===== src/rtl/timer_generic_if.sv =====
// Register-bus bundle for timer_generic: memory-map byte writes, read strobes,
// the external clock pin and the register/interrupt outputs.
interface timer_generic_if;
   logic [7:0] wr_data;
   logic       tcnt_h_we;
   logic       tcnt_l_we;
   logic       ocr_h_we;
   logic       ocr_l_we;
   logic       tccr_we;
   logic       timsk_we;
   logic       tifr_we;
   logic       tcnt_l_rd;
   logic       t_pin;
   logic       irq_ack_ovf;
   logic       irq_ack_cmp;
   logic [7:0] tcnt_h_o;
   logic [7:0] tcnt_l_o;
   logic [7:0] ocr_h_o;
   logic [7:0] ocr_l_o;
   logic [7:0] tccr_o;
   logic [7:0] timsk_o;
   logic [7:0] tifr_o;
   logic       oc_o;
   logic       irq_ovf;
   logic       irq_cmp;

   // Handshake: no valid/ready; every *_we / *_rd / irq_ack_* is a one-cycle
   // strobe sampled at the rising edge, and outputs reflect registers directly.
   modport master (
      output wr_data, tcnt_h_we, tcnt_l_we, ocr_h_we, ocr_l_we, tccr_we,
             timsk_we, tifr_we, tcnt_l_rd, t_pin, irq_ack_ovf, irq_ack_cmp,
      input  tcnt_h_o, tcnt_l_o, ocr_h_o, ocr_l_o, tccr_o, timsk_o, tifr_o,
             oc_o, irq_ovf, irq_cmp
   );

   modport slave (
      input  wr_data, tcnt_h_we, tcnt_l_we, ocr_h_we, ocr_l_we, tccr_we,
             timsk_we, tifr_we, tcnt_l_rd, t_pin, irq_ack_ovf, irq_ack_cmp,
      output tcnt_h_o, tcnt_l_o, ocr_h_o, ocr_l_o, tccr_o, timsk_o, tifr_o,
             oc_o, irq_ovf, irq_cmp
   );
endinterface


===== src/rtl/timer_generic.sv =====
// 8/16-bit timer: prescaled or external clock, Normal/CTC modes, compare toggle
// output and write-1-to-clear flags; 16-bit variant uses a shared TEMP byte.
module timer_generic #(
   parameter int WIDTH = 8
) (
   input  logic            sysClock,
   input  logic            rst_n,
   timer_generic_if.slave  bus
);

   localparam logic [WIDTH-1:0] MAX = '1;

   logic [WIDTH-1:0] r_tcnt;
   logic [WIDTH-1:0] r_ocr;
   logic [WIDTH-1:0] w_tcnt_wr_val;
   logic [WIDTH-1:0] w_ocr_wr_val;
   logic [7:0]       r_tccr;
   logic [7:0]       r_timsk;
   logic [9:0]       r_psc;
   logic             r_tov;
   logic             r_ocf;
   logic             r_oc;
   logic             r_sync1;
   logic             r_sync2;
   logic             r_edge;
   logic             w_rise;
   logic             w_fall;
   logic             w_tick;
   logic             w_tick_eff;
   logic             w_match;
   logic             w_tov_set;
   logic             w_ctc;
   logic             w_com;

   assign w_ctc  = r_tccr[3];
   assign w_com  = r_tccr[4];
   assign w_rise = r_sync2 & ~r_edge;
   assign w_fall = ~r_sync2 & r_edge;

   always_comb begin
      w_tick = 1'b0;
      case (r_tccr[2:0])
         3'd1:    w_tick = 1'b1;
         3'd2:    w_tick = &r_psc[2:0];
         3'd3:    w_tick = &r_psc[5:0];
         3'd4:    w_tick = &r_psc[7:0];
         3'd5:    w_tick = &r_psc;
         3'd6:    w_tick = w_fall;
         3'd7:    w_tick = w_rise;
         default: w_tick = 1'b0;
      endcase
   end

   // A CPU write to TCNT swallows the tick, and with it any compare match.
   always_comb begin
      w_tick_eff = w_tick & ~bus.tcnt_l_we;
      w_match    = w_tick_eff & (r_tcnt == r_ocr);
      if (w_ctc) w_tov_set = w_match & (r_ocr == MAX);
      else       w_tov_set = w_tick_eff & (r_tcnt == MAX);
   end

   always_ff @(posedge sysClock or negedge rst_n) begin
      if (!rst_n) begin
         r_psc   <= '0;
         r_sync1 <= 1'b0;
         r_sync2 <= 1'b0;
         r_edge  <= 1'b0;
         r_tcnt  <= '0;
         r_ocr   <= '0;
         r_tccr  <= '0;
         r_timsk <= '0;
         r_tov   <= 1'b0;
         r_ocf   <= 1'b0;
         r_oc    <= 1'b0;
      end else begin
         r_psc   <= r_psc + 10'd1;
         r_sync1 <= bus.t_pin;
         r_sync2 <= r_sync1;
         r_edge  <= r_sync2;
         if (bus.tcnt_l_we)
            r_tcnt <= w_tcnt_wr_val;
         else if (w_tick_eff)
            r_tcnt <= (w_ctc && w_match) ? '0 : r_tcnt + WIDTH'(1);
         if (bus.ocr_l_we) r_ocr   <= w_ocr_wr_val;
         if (bus.tccr_we)  r_tccr  <= bus.wr_data;
         if (bus.timsk_we) r_timsk <= bus.wr_data;
         // Hardware set outranks a same-cycle clear.
         r_tov <= w_tov_set | (r_tov & ~(bus.tifr_we & bus.wr_data[0]) & ~bus.irq_ack_ovf);
         r_ocf <= w_match   | (r_ocf & ~(bus.tifr_we & bus.wr_data[1]) & ~bus.irq_ack_cmp);
         if (w_match && w_com) r_oc <= ~r_oc;
      end
   end

   generate
      if (WIDTH == 16) begin : g_w16
         logic [7:0] r_temp;
         always_ff @(posedge sysClock or negedge rst_n) begin
            if (!rst_n)
               r_temp <= '0;
            else if (bus.tcnt_h_we || bus.ocr_h_we)
               r_temp <= bus.wr_data;
            else if (bus.tcnt_l_rd)
               r_temp <= r_tcnt[15:8];
         end
         assign w_tcnt_wr_val = {r_temp, bus.wr_data};
         assign w_ocr_wr_val  = {r_temp, bus.wr_data};
         assign bus.tcnt_h_o  = r_temp;
         assign bus.ocr_h_o   = r_ocr[15:8];
      end else begin : g_w8
         logic w_unused_hi;
         assign w_unused_hi   = bus.tcnt_h_we | bus.ocr_h_we | bus.tcnt_l_rd;
         assign w_tcnt_wr_val = WIDTH'(bus.wr_data);
         assign w_ocr_wr_val  = WIDTH'(bus.wr_data);
         assign bus.tcnt_h_o  = 8'h00;
         assign bus.ocr_h_o   = 8'h00;
      end
   endgenerate

   assign bus.tcnt_l_o = r_tcnt[7:0];
   assign bus.ocr_l_o  = r_ocr[7:0];
   assign bus.tccr_o   = r_tccr;
   assign bus.timsk_o  = r_timsk;
   assign bus.tifr_o   = {6'b0, r_ocf, r_tov};
   assign bus.oc_o     = r_oc;
   assign bus.irq_ovf  = r_tov & r_timsk[0];
   assign bus.irq_cmp  = r_ocf & r_timsk[1];

endmodule


===== src/flat_wrapper.sv =====
// flat-port wrapper written by rule: the top's interface ports become plain ports
module timer_generic_flat 
#(
   parameter int WIDTH = 8
)
  (sysClock, rst_n, bus_wr_data, bus_tcnt_h_we, bus_tcnt_l_we, bus_ocr_h_we, bus_ocr_l_we, bus_tccr_we, bus_timsk_we, bus_tifr_we, bus_tcnt_l_rd, bus_t_pin, bus_irq_ack_ovf, bus_irq_ack_cmp, bus_tcnt_h_o, bus_tcnt_l_o, bus_ocr_h_o, bus_ocr_l_o, bus_tccr_o, bus_timsk_o, bus_tifr_o, bus_oc_o, bus_irq_ovf, bus_irq_cmp);
  timer_generic_if bus_i ();
  input  logic sysClock;
  input  logic rst_n;
  input wire logic [$bits(bus_i.wr_data)-1:0] bus_wr_data;
  input wire logic [$bits(bus_i.tcnt_h_we)-1:0] bus_tcnt_h_we;
  input wire logic [$bits(bus_i.tcnt_l_we)-1:0] bus_tcnt_l_we;
  input wire logic [$bits(bus_i.ocr_h_we)-1:0] bus_ocr_h_we;
  input wire logic [$bits(bus_i.ocr_l_we)-1:0] bus_ocr_l_we;
  input wire logic [$bits(bus_i.tccr_we)-1:0] bus_tccr_we;
  input wire logic [$bits(bus_i.timsk_we)-1:0] bus_timsk_we;
  input wire logic [$bits(bus_i.tifr_we)-1:0] bus_tifr_we;
  input wire logic [$bits(bus_i.tcnt_l_rd)-1:0] bus_tcnt_l_rd;
  input wire logic [$bits(bus_i.t_pin)-1:0] bus_t_pin;
  input wire logic [$bits(bus_i.irq_ack_ovf)-1:0] bus_irq_ack_ovf;
  input wire logic [$bits(bus_i.irq_ack_cmp)-1:0] bus_irq_ack_cmp;
  output wire logic [$bits(bus_i.tcnt_h_o)-1:0] bus_tcnt_h_o;
  output wire logic [$bits(bus_i.tcnt_l_o)-1:0] bus_tcnt_l_o;
  output wire logic [$bits(bus_i.ocr_h_o)-1:0] bus_ocr_h_o;
  output wire logic [$bits(bus_i.ocr_l_o)-1:0] bus_ocr_l_o;
  output wire logic [$bits(bus_i.tccr_o)-1:0] bus_tccr_o;
  output wire logic [$bits(bus_i.timsk_o)-1:0] bus_timsk_o;
  output wire logic [$bits(bus_i.tifr_o)-1:0] bus_tifr_o;
  output wire logic [$bits(bus_i.oc_o)-1:0] bus_oc_o;
  output wire logic [$bits(bus_i.irq_ovf)-1:0] bus_irq_ovf;
  output wire logic [$bits(bus_i.irq_cmp)-1:0] bus_irq_cmp;
  assign bus_i.wr_data = bus_wr_data;
  assign bus_i.tcnt_h_we = bus_tcnt_h_we;
  assign bus_i.tcnt_l_we = bus_tcnt_l_we;
  assign bus_i.ocr_h_we = bus_ocr_h_we;
  assign bus_i.ocr_l_we = bus_ocr_l_we;
  assign bus_i.tccr_we = bus_tccr_we;
  assign bus_i.timsk_we = bus_timsk_we;
  assign bus_i.tifr_we = bus_tifr_we;
  assign bus_i.tcnt_l_rd = bus_tcnt_l_rd;
  assign bus_i.t_pin = bus_t_pin;
  assign bus_i.irq_ack_ovf = bus_irq_ack_ovf;
  assign bus_i.irq_ack_cmp = bus_irq_ack_cmp;
  assign bus_tcnt_h_o = bus_i.tcnt_h_o;
  assign bus_tcnt_l_o = bus_i.tcnt_l_o;
  assign bus_ocr_h_o = bus_i.ocr_h_o;
  assign bus_ocr_l_o = bus_i.ocr_l_o;
  assign bus_tccr_o = bus_i.tccr_o;
  assign bus_timsk_o = bus_i.timsk_o;
  assign bus_tifr_o = bus_i.tifr_o;
  assign bus_oc_o = bus_i.oc_o;
  assign bus_irq_ovf = bus_i.irq_ovf;
  assign bus_irq_cmp = bus_i.irq_cmp;
  timer_generic #(.WIDTH(WIDTH)) u_core (.sysClock(sysClock), .rst_n(rst_n), .bus(bus_i));
endmodule

===== config.mk =====
export PLATFORM = sky130hd
export DESIGN_NAME = timer_generic_flat
export DESIGN_NICKNAME = d
export VERILOG_FILES = /design/src/rtl/timer_generic_if.sv /design/src/rtl/timer_generic.sv /design/src/flat_wrapper.sv
export SDC_FILE = /design/constraint.sdc
export NUM_CORES = 1
export LEC_CHECK = 0
export BUFFER_PORTS_ARGS = -buffer_cell sky130_fd_sc_hd__buf_2
export CORE_UTILIZATION = 50
export DETAILED_ROUTE_END_ITERATION = 12
export PLACE_DENSITY = 0.89
export RECOVER_POWER = 50
export SLEW_MARGIN = 20
export SYNTH_ARGS = -nofsm -noshare
export SYNTH_HDL_FRONTEND = slang
export SYNTH_SLANG_ARGS = --single-unit

===== constraint.sdc =====
create_clock -name sysClock -period 2.2 [get_ports sysClock]
set_input_delay 0.22 -clock sysClock [delete_from_list [all_inputs] [get_ports sysClock]]
set_output_delay 0.22 -clock sysClock [all_outputs]
set_load 0.005 [all_outputs]

== Word-level counts from Yosys, hierarchy flattened ==
Index checks and enable logic that the tools add are counted.

* Input port bits: 21
* Register bits: 48
* Word-level logic and storage cells: 59
* Output and inout port bits: 59

* Reductions and logical operators: 7
* Multiplexer cells: 5
* $add $sub $neg: 2
* Equal/unequal tests: 10
* Bitwise gates (word level): 24

{| class="wikitable"
|+ Operator list
! operator !! count
|-
| 8-bit two-way mux || 3
|-
| 8-bit equality test, second input constant || 2
|-
| 1-bit bitwise AND || 14
|-
| 3-bit equality test, second input constant || 4
|-
| 10-bit by 1-bit adder with 10-bit output, second input constant || 1
|-
| 10-bit AND reduction || 1
|-
| 8-bit by 1-bit adder with 8-bit output, second input constant || 1
|-
| 8-bit equality test || 1
|-
| 1-bit NOT || 8
|-
| 8-bit AND reduction || 1
|-
| 1-bit case mux with 7 select lines || 1
|-
| 3-bit by 2-bit equality test with 1-bit output, second input constant || 2
|-
| 6-bit AND reduction || 1
|-
| 3-bit by 1-bit equality test with 1-bit output, second input constant || 1
|-
| 3-bit AND reduction || 1
|-
| 1-bit logical AND || 2
|-
| 1-bit OR || 2
|-
| 2-bit nonzero test || 1
|-
| 1-bit two-way mux || 1
|}

== Depth between registers and ports, before layout ==
* Depth in word-level cells: 9
* Gate-level depth with buffers: 9
* Depth with buffers taken out: 8

== Least setup slack after synthesis ==
No wires, ideal clock.

* Kind: register to register
* From: register u_core.r_tcnt[6], in the netlist u_core.bus.tcnt_l_o[6]
* To: register u_core.r_tcnt[6], in the netlist u_core.bus.tcnt_l_o[6]
* Library setup time: 120 ps
* Data arrival time: 1,842 ps
* Required time: 2,080 ps
* Period minus slack after synthesis: 1,962 ps
* Stages on the path, launching flop included: 7
* Path buffers: 0
* Setup slack: 238 ps
* Cells stage by stage: dfrtp_1 > xor2_1 > nor4_1 > nand3_1 > a21boi_1 > a22o_1 > a31o_2

* Cells in the longest elaborated chain, start to end: 6
* Elaborated cells between the ends (all ways): 7
* Those cells by class: add/sub (1); eq/ne (1); mux (3); bitwise (1); reduce/logical (1)

{| class="wikitable"
|+ RTL lines
! item !! line !! text
|-
| from (decl) || timer_generic.sv:13 || <nowiki>logic [WIDTH-1:0] r_tcnt;</nowiki>
|-
| from (signal assigned) || timer_generic.sv:81 || <nowiki>r_tcnt <= w_tcnt_wr_val;</nowiki>
|-
| from (signal assigned) || timer_generic.sv:83 || <nowiki>r_tcnt <= (w_ctc && w_match) ? '0 : r_tcnt + WIDTH'(1);</nowiki>
|-
| parallel branches: the longest is 3 deep, another holds 8-bit by 1-bit adder with 8-bit output || n/a ||
|-
| 8-bit two-way mux * || timer_generic.sv:83 ||
|-
| 8-bit two-way mux * || timer_generic.sv:82 || <nowiki>else if (w_tick_eff)</nowiki>
|-
| 8-bit two-way mux * || timer_generic.sv:80 || <nowiki>if (bus.tcnt_l_we)</nowiki>
|}

Every way passes the cells marked *. The select of a mux whose other input is x is not followed.
A chain may end at the register's enable or synchronous reset.

== Worst setup path in the final report ==
* From: register u_core.r_ocr[7], in the netlist u_core.bus.ocr_l_o[7]
* To: register u_core.r_tcnt[6], in the netlist u_core.bus.tcnt_l_o[6]

* Cells in the longest elaborated chain, start to end: 6

{| class="wikitable"
|+ RTL lines
! item !! line !! text
|-
| from (decl) || timer_generic.sv:14 || <nowiki>logic [WIDTH-1:0] r_ocr;</nowiki>
|-
| from (signal assigned) || timer_generic.sv:84 || <nowiki>if (bus.ocr_l_we) r_ocr <= w_ocr_wr_val;</nowiki>
|-
| 8-bit equality test || timer_generic.sv:57 || <nowiki>w_match = w_tick_eff & (r_tcnt == r_ocr);</nowiki>
|-
| 1-bit bitwise AND || timer_generic.sv:57 ||
|-
| 1-bit logical AND || timer_generic.sv:83 ||
|-
| 8-bit two-way mux || timer_generic.sv:83 ||
|-
| 8-bit two-way mux || timer_generic.sv:82 ||
|-
| 8-bit two-way mux || timer_generic.sv:80 ||
|}

Every way passes these cells. The select of a mux whose other input is x is not followed.

==> flow_summary_export.csv <==
group,metric,value,unit
setup_path,rr_endpoint,"u_core.bus.tcnt_l_o[6]",
setup_path,r2r_start,"u_core.bus.ocr_l_o[7]",
timing,max_freq,0.495,GHz
floorplanning,start_util,53.3,%
logic_synthesis,ys_ff_latch,48,
global_route,grt_usage,21.8,%
logic_synthesis,synth.cell_area,2370,um^2
cells_and_area,nets,302,
routing,remaining_drc_errors,0,
place,post-dp-hpwl,3530,um
routing,ant_nets,0,
run,cap_violations,0,
pwr,switching_share,25.3,%
cells_and_area,regArea,1200,um^2
logic_synthesis,synthTopCellsByArea,"dfrtp_1, mux2_2, buf_4",
setup_path,crit_arrival,2.21,ns
setup_path,start_kind,"flop",
clock_tree,clk_pin_slew,0.08,ns
pwr,leakagePower,1.39,nW
global_route,overflow,0,
clock_tree,numCtsBuffers,5,
global_route,grt_max_degree,49,
global_route,antenna_found_initial,0,
place,io_buffers,54,
logic_synthesis,yosys.area.top_type_share,50.7,%
cells_and_area,final_util,63.1,%
pwr,powerDensity,721,nW/um^2
cells_and_area,nFillCells,361,
routing,avgRoutedWirePerCell,15.5,um
floorplanning,die_h,70.8,um
setup_path,critPathKind,"flop to flop",
cells_and_area,diodes,0,
outcome,status,"finished, final reports clean",
floorplanning,rows,24,
pwr,vdd_drop_max,0.388,mV
clock_tree,clock-sinks,48,
place,dpl.cell_count,323,
routing,vias,1779,
timing,fin_setup_tns,0,ns
min_path,holdCritPathClass,"input pin to flop",
logic_synthesis,synth_area_leader_cell,"dfrtp_1",
pwr,p_int,1.51,mW
floorplanning,die_x,70.8,um
setup_path,r2r_cells,6,
logic_synthesis,yosys_warnings,0,
floorplanning,core_area,4440,um^2
clock_tree,cts_setup_buffers,0,
routing,wirelength,5130,um
timing,rsz0062_at_grt,"false",
pwr,pwr-share-comb,16.6,%
timing,tightest_slew,1.16,ns
setup_path,crit_required,2.40,ns
floorplanning,pin_count,80,
routing,viasPerCell,5.37,
cells_and_area,area.growth.synth_to_final,18.4,%
floorplanning,dieArea,5010,um^2
min_path,min-delay-start,"bus_t_pin",
logic_synthesis,ys_seq_area_share,50.7,%
clock_tree,cts_root_buf,"clkbuf_8",
logic_synthesis,syn_area_per_cell,11.1,um^2
min_path,holdPathEnd,"u_core.r_sync1",
global_route,first_global_vias,1721,
timing,final-max-slew-violation-count,0,
setup_path,end_kind,"flop",
clock_tree,cts_max_level,2,
timing,finClkSkew,0.00426,ns
clock_tree,cts_buffer_depth,2,
routing,drt_iter0_drc,109,
timing,period_share,91.7,%
cells_and_area,multi_input_area,1030,um^2
setup_path,critPathMaxFanout,8,
cells_and_area,fin_cells,331,
timing,fin_crit,2.02,ns
global_route,grt_pass1_wl,8300,um
pwr,pwr-share-seq,49.7,%
setup_path,r2r_slack,0.18,ns
clock_tree,worst_skew_pair.late_latency,0.30,ns
place,gp_congestion,0.887,
pwr,pwr-share-clk,33.7,%
timing,hold_violations,0,
timing,slew_headroom,22.5,%
timing,setup_viol,0,
min_path,hold_path_depth,1,
cells_and_area,layout-drive-gt1-share,37.6,%
routing,dr.pass1.iters,8,
logic_synthesis,synthDistinctLibCells,37,
pwr,switchingPower,0.512,mW
logic_synthesis,syn_inst,213,
clock_tree,cts_tree,"built",
-- per-layer routing --
metal	vias up	routed length, um	track usage, %
li1	826	-	-
met2	79	2410	34.8
met4	0	107	8.22
met1	862	2360	29.4
met5	-	0	0
met3	12	257	4.99
-- worst max-delay path, stage by stage (launching register included) --
cell	delay, ns
dfrtp_1	0.43
xor2_1	0.19
nor4_1	0.43
nand3_1	0.19
a21boi_2	0.26
a22o_1	0.22
a31o_2	0.21
-- layout by cell type, fill, tap and decap left out, types with 4 or more instances in the layout --
master    count
conb_1       22
buf_4        12
dfrtp_1      48
clkbuf_8      7
buf_2        54
mux2_2       24
nand3_1       8
nand2_1      24
and2_1        4
nor3_1        5
a21oi_1       6
xor2_1       12
nor2_1        5
xnor2_1       4
-- power by group through the flow --
stage / clock network, mW / registers, mW / logic (mW)
2_1_floorplan: 0 / 1.03 / 0.181
3_3_place_gp: 0 / 1.02 / 0.324
3_5_place_dp: 0 / 1.02 / 0.332
4_1_cts: 0.693 / 1.00 / 0.335
5_1_grt: 0.725 / 1.01 / 0.368
6_report: 0.682 / 1.01 / 0.335
-- flip-flops by register name, indices dropped and copies added (netlist names) --
register	flops
u_core.bus.oc_o	1
u_core.bus.ocr_l_o	8
u_core.bus.tccr_o	8
u_core.bus.tcnt_l_o	8
u_core.bus.timsk_o	8
u_core.r_edge	1
u_core.r_ocf	1
u_core.r_psc	10
u_core.r_sync1	1
u_core.r_sync2	1
u_core.r_tov	1
-- final cells by class --
class,count,share of cell area (%)
sequential,48,42.8
multi-input combinational,153,36.9
timing repair buffer,67,13.0
clock buffer,7,3.44
tap,52,2.32
clock inverter,1,1.07
inverter,3,0.402
-- worst max-delay path by stage --
| stage | start | to | slack (ns) | cells after the start |
|---|---|---|---|---|
| 6_report | u_core.bus.ocr_l_o[7] | u_core.bus.tcnt_l_o[6] | 0.18 | 6 |
| 5_1_grt | u_core.bus.ocr_l_o[7] | u_core.r_tov | 0.08 | 6 |
| 4_1_cts | u_core.r_psc[0] | u_core.bus.tcnt_l_o[2] | 0.06 | 7 |
| 3_5_place_dp | u_core.r_psc[0] | u_core.bus.tcnt_l_o[2] | 0.11 | 7 |
| 3_3_place_gp | u_core.r_psc[0] | u_core.bus.tcnt_l_o[2] | 0.19 | 7 |
| 2_1_floorplan | u_core.bus.tcnt_l_o[6] | u_core.bus.tcnt_l_o[6] | 0.24 | 6 |
-- synthesized netlist by cell type --
| cell | n |
|---|---|
| xor2_1 | 12 |
| o21bai_1 | 1 |
| o22ai_1 | 1 |
| nand4_1 | 2 |
| o31a_1 | 1 |
| a2bb2oi_1 | 2 |
| mux2i_1 | 2 |
| a22o_1 | 1 |
| nor4_1 | 2 |
| nor4b_1 | 1 |
| a31o_2 | 1 |
| nor3_1 | 5 |
| a221o_1 | 3 |
| dfrtp_1 | 48 |
| a21oi_1 | 6 |
| or2_2 | 3 |
| nand3b_1 | 2 |
| ha_1 | 3 |
| mux2_2 | 24 |
| a22oi_1 | 1 |
| conb_1 | 1 |
| a32oi_1 | 1 |
| a21boi_1 | 1 |
| inv_1 | 3 |
| or3_1 | 2 |
| nand2_1 | 24 |
| and2_1 | 4 |
| o31ai_2 | 1 |
| buf_4 | 24 |
| o21ai_0 | 3 |
| o31ai_1 | 1 |
| nand3_1 | 8 |
| nor2_1 | 5 |
| a31oi_1 | 2 |
| clkbuf_1 | 6 |
| xnor2_1 | 4 |
| nand2b_1 | 2 |
-- logic make-up after synthesis --
| kind of cell | after synthesis | share of synthesized area, % |
|---|---|---|
| simple gates | 60 | 12.3 |
| flops | 48 | 50.7 |
| buf+inv | 33 | 9.04 |
| compound gates | 26 | 7.98 |
| mux | 26 | 12.3 |
| xor+xnor | 16 | 5.92 |
| fa+ha+maj | 3 | 1.59 |
| other cells | 1 | 0.158 |
-- per-stage QoR --
stage	area (um^2)	total power, mW	hold slack, ns	worst slack (ns)
floorplan	2450	1.21	-0.0756	0.238
global placement	2680	1.34	0.329	0.192
detailed placement	2680	1.35	0.329	0.111
CTS	2800	2.03	0.0151	0.0574
global route	2800	2.11	0.0111	0.0822
finish	2800	2.02	0.0179	0.182
-- timing repair --
| action | 4_1_cts | 5_1_grt |
|---|---|---|
| gates resized for setup | 0 | 1 |
| hold endpoints to repair | 0 | 0 |
| hold buffers | 0 | 0 |
| endpoints found under the setup margin | 0 | 7 |
No activity file was read; power rests on OpenSTA's default activity.
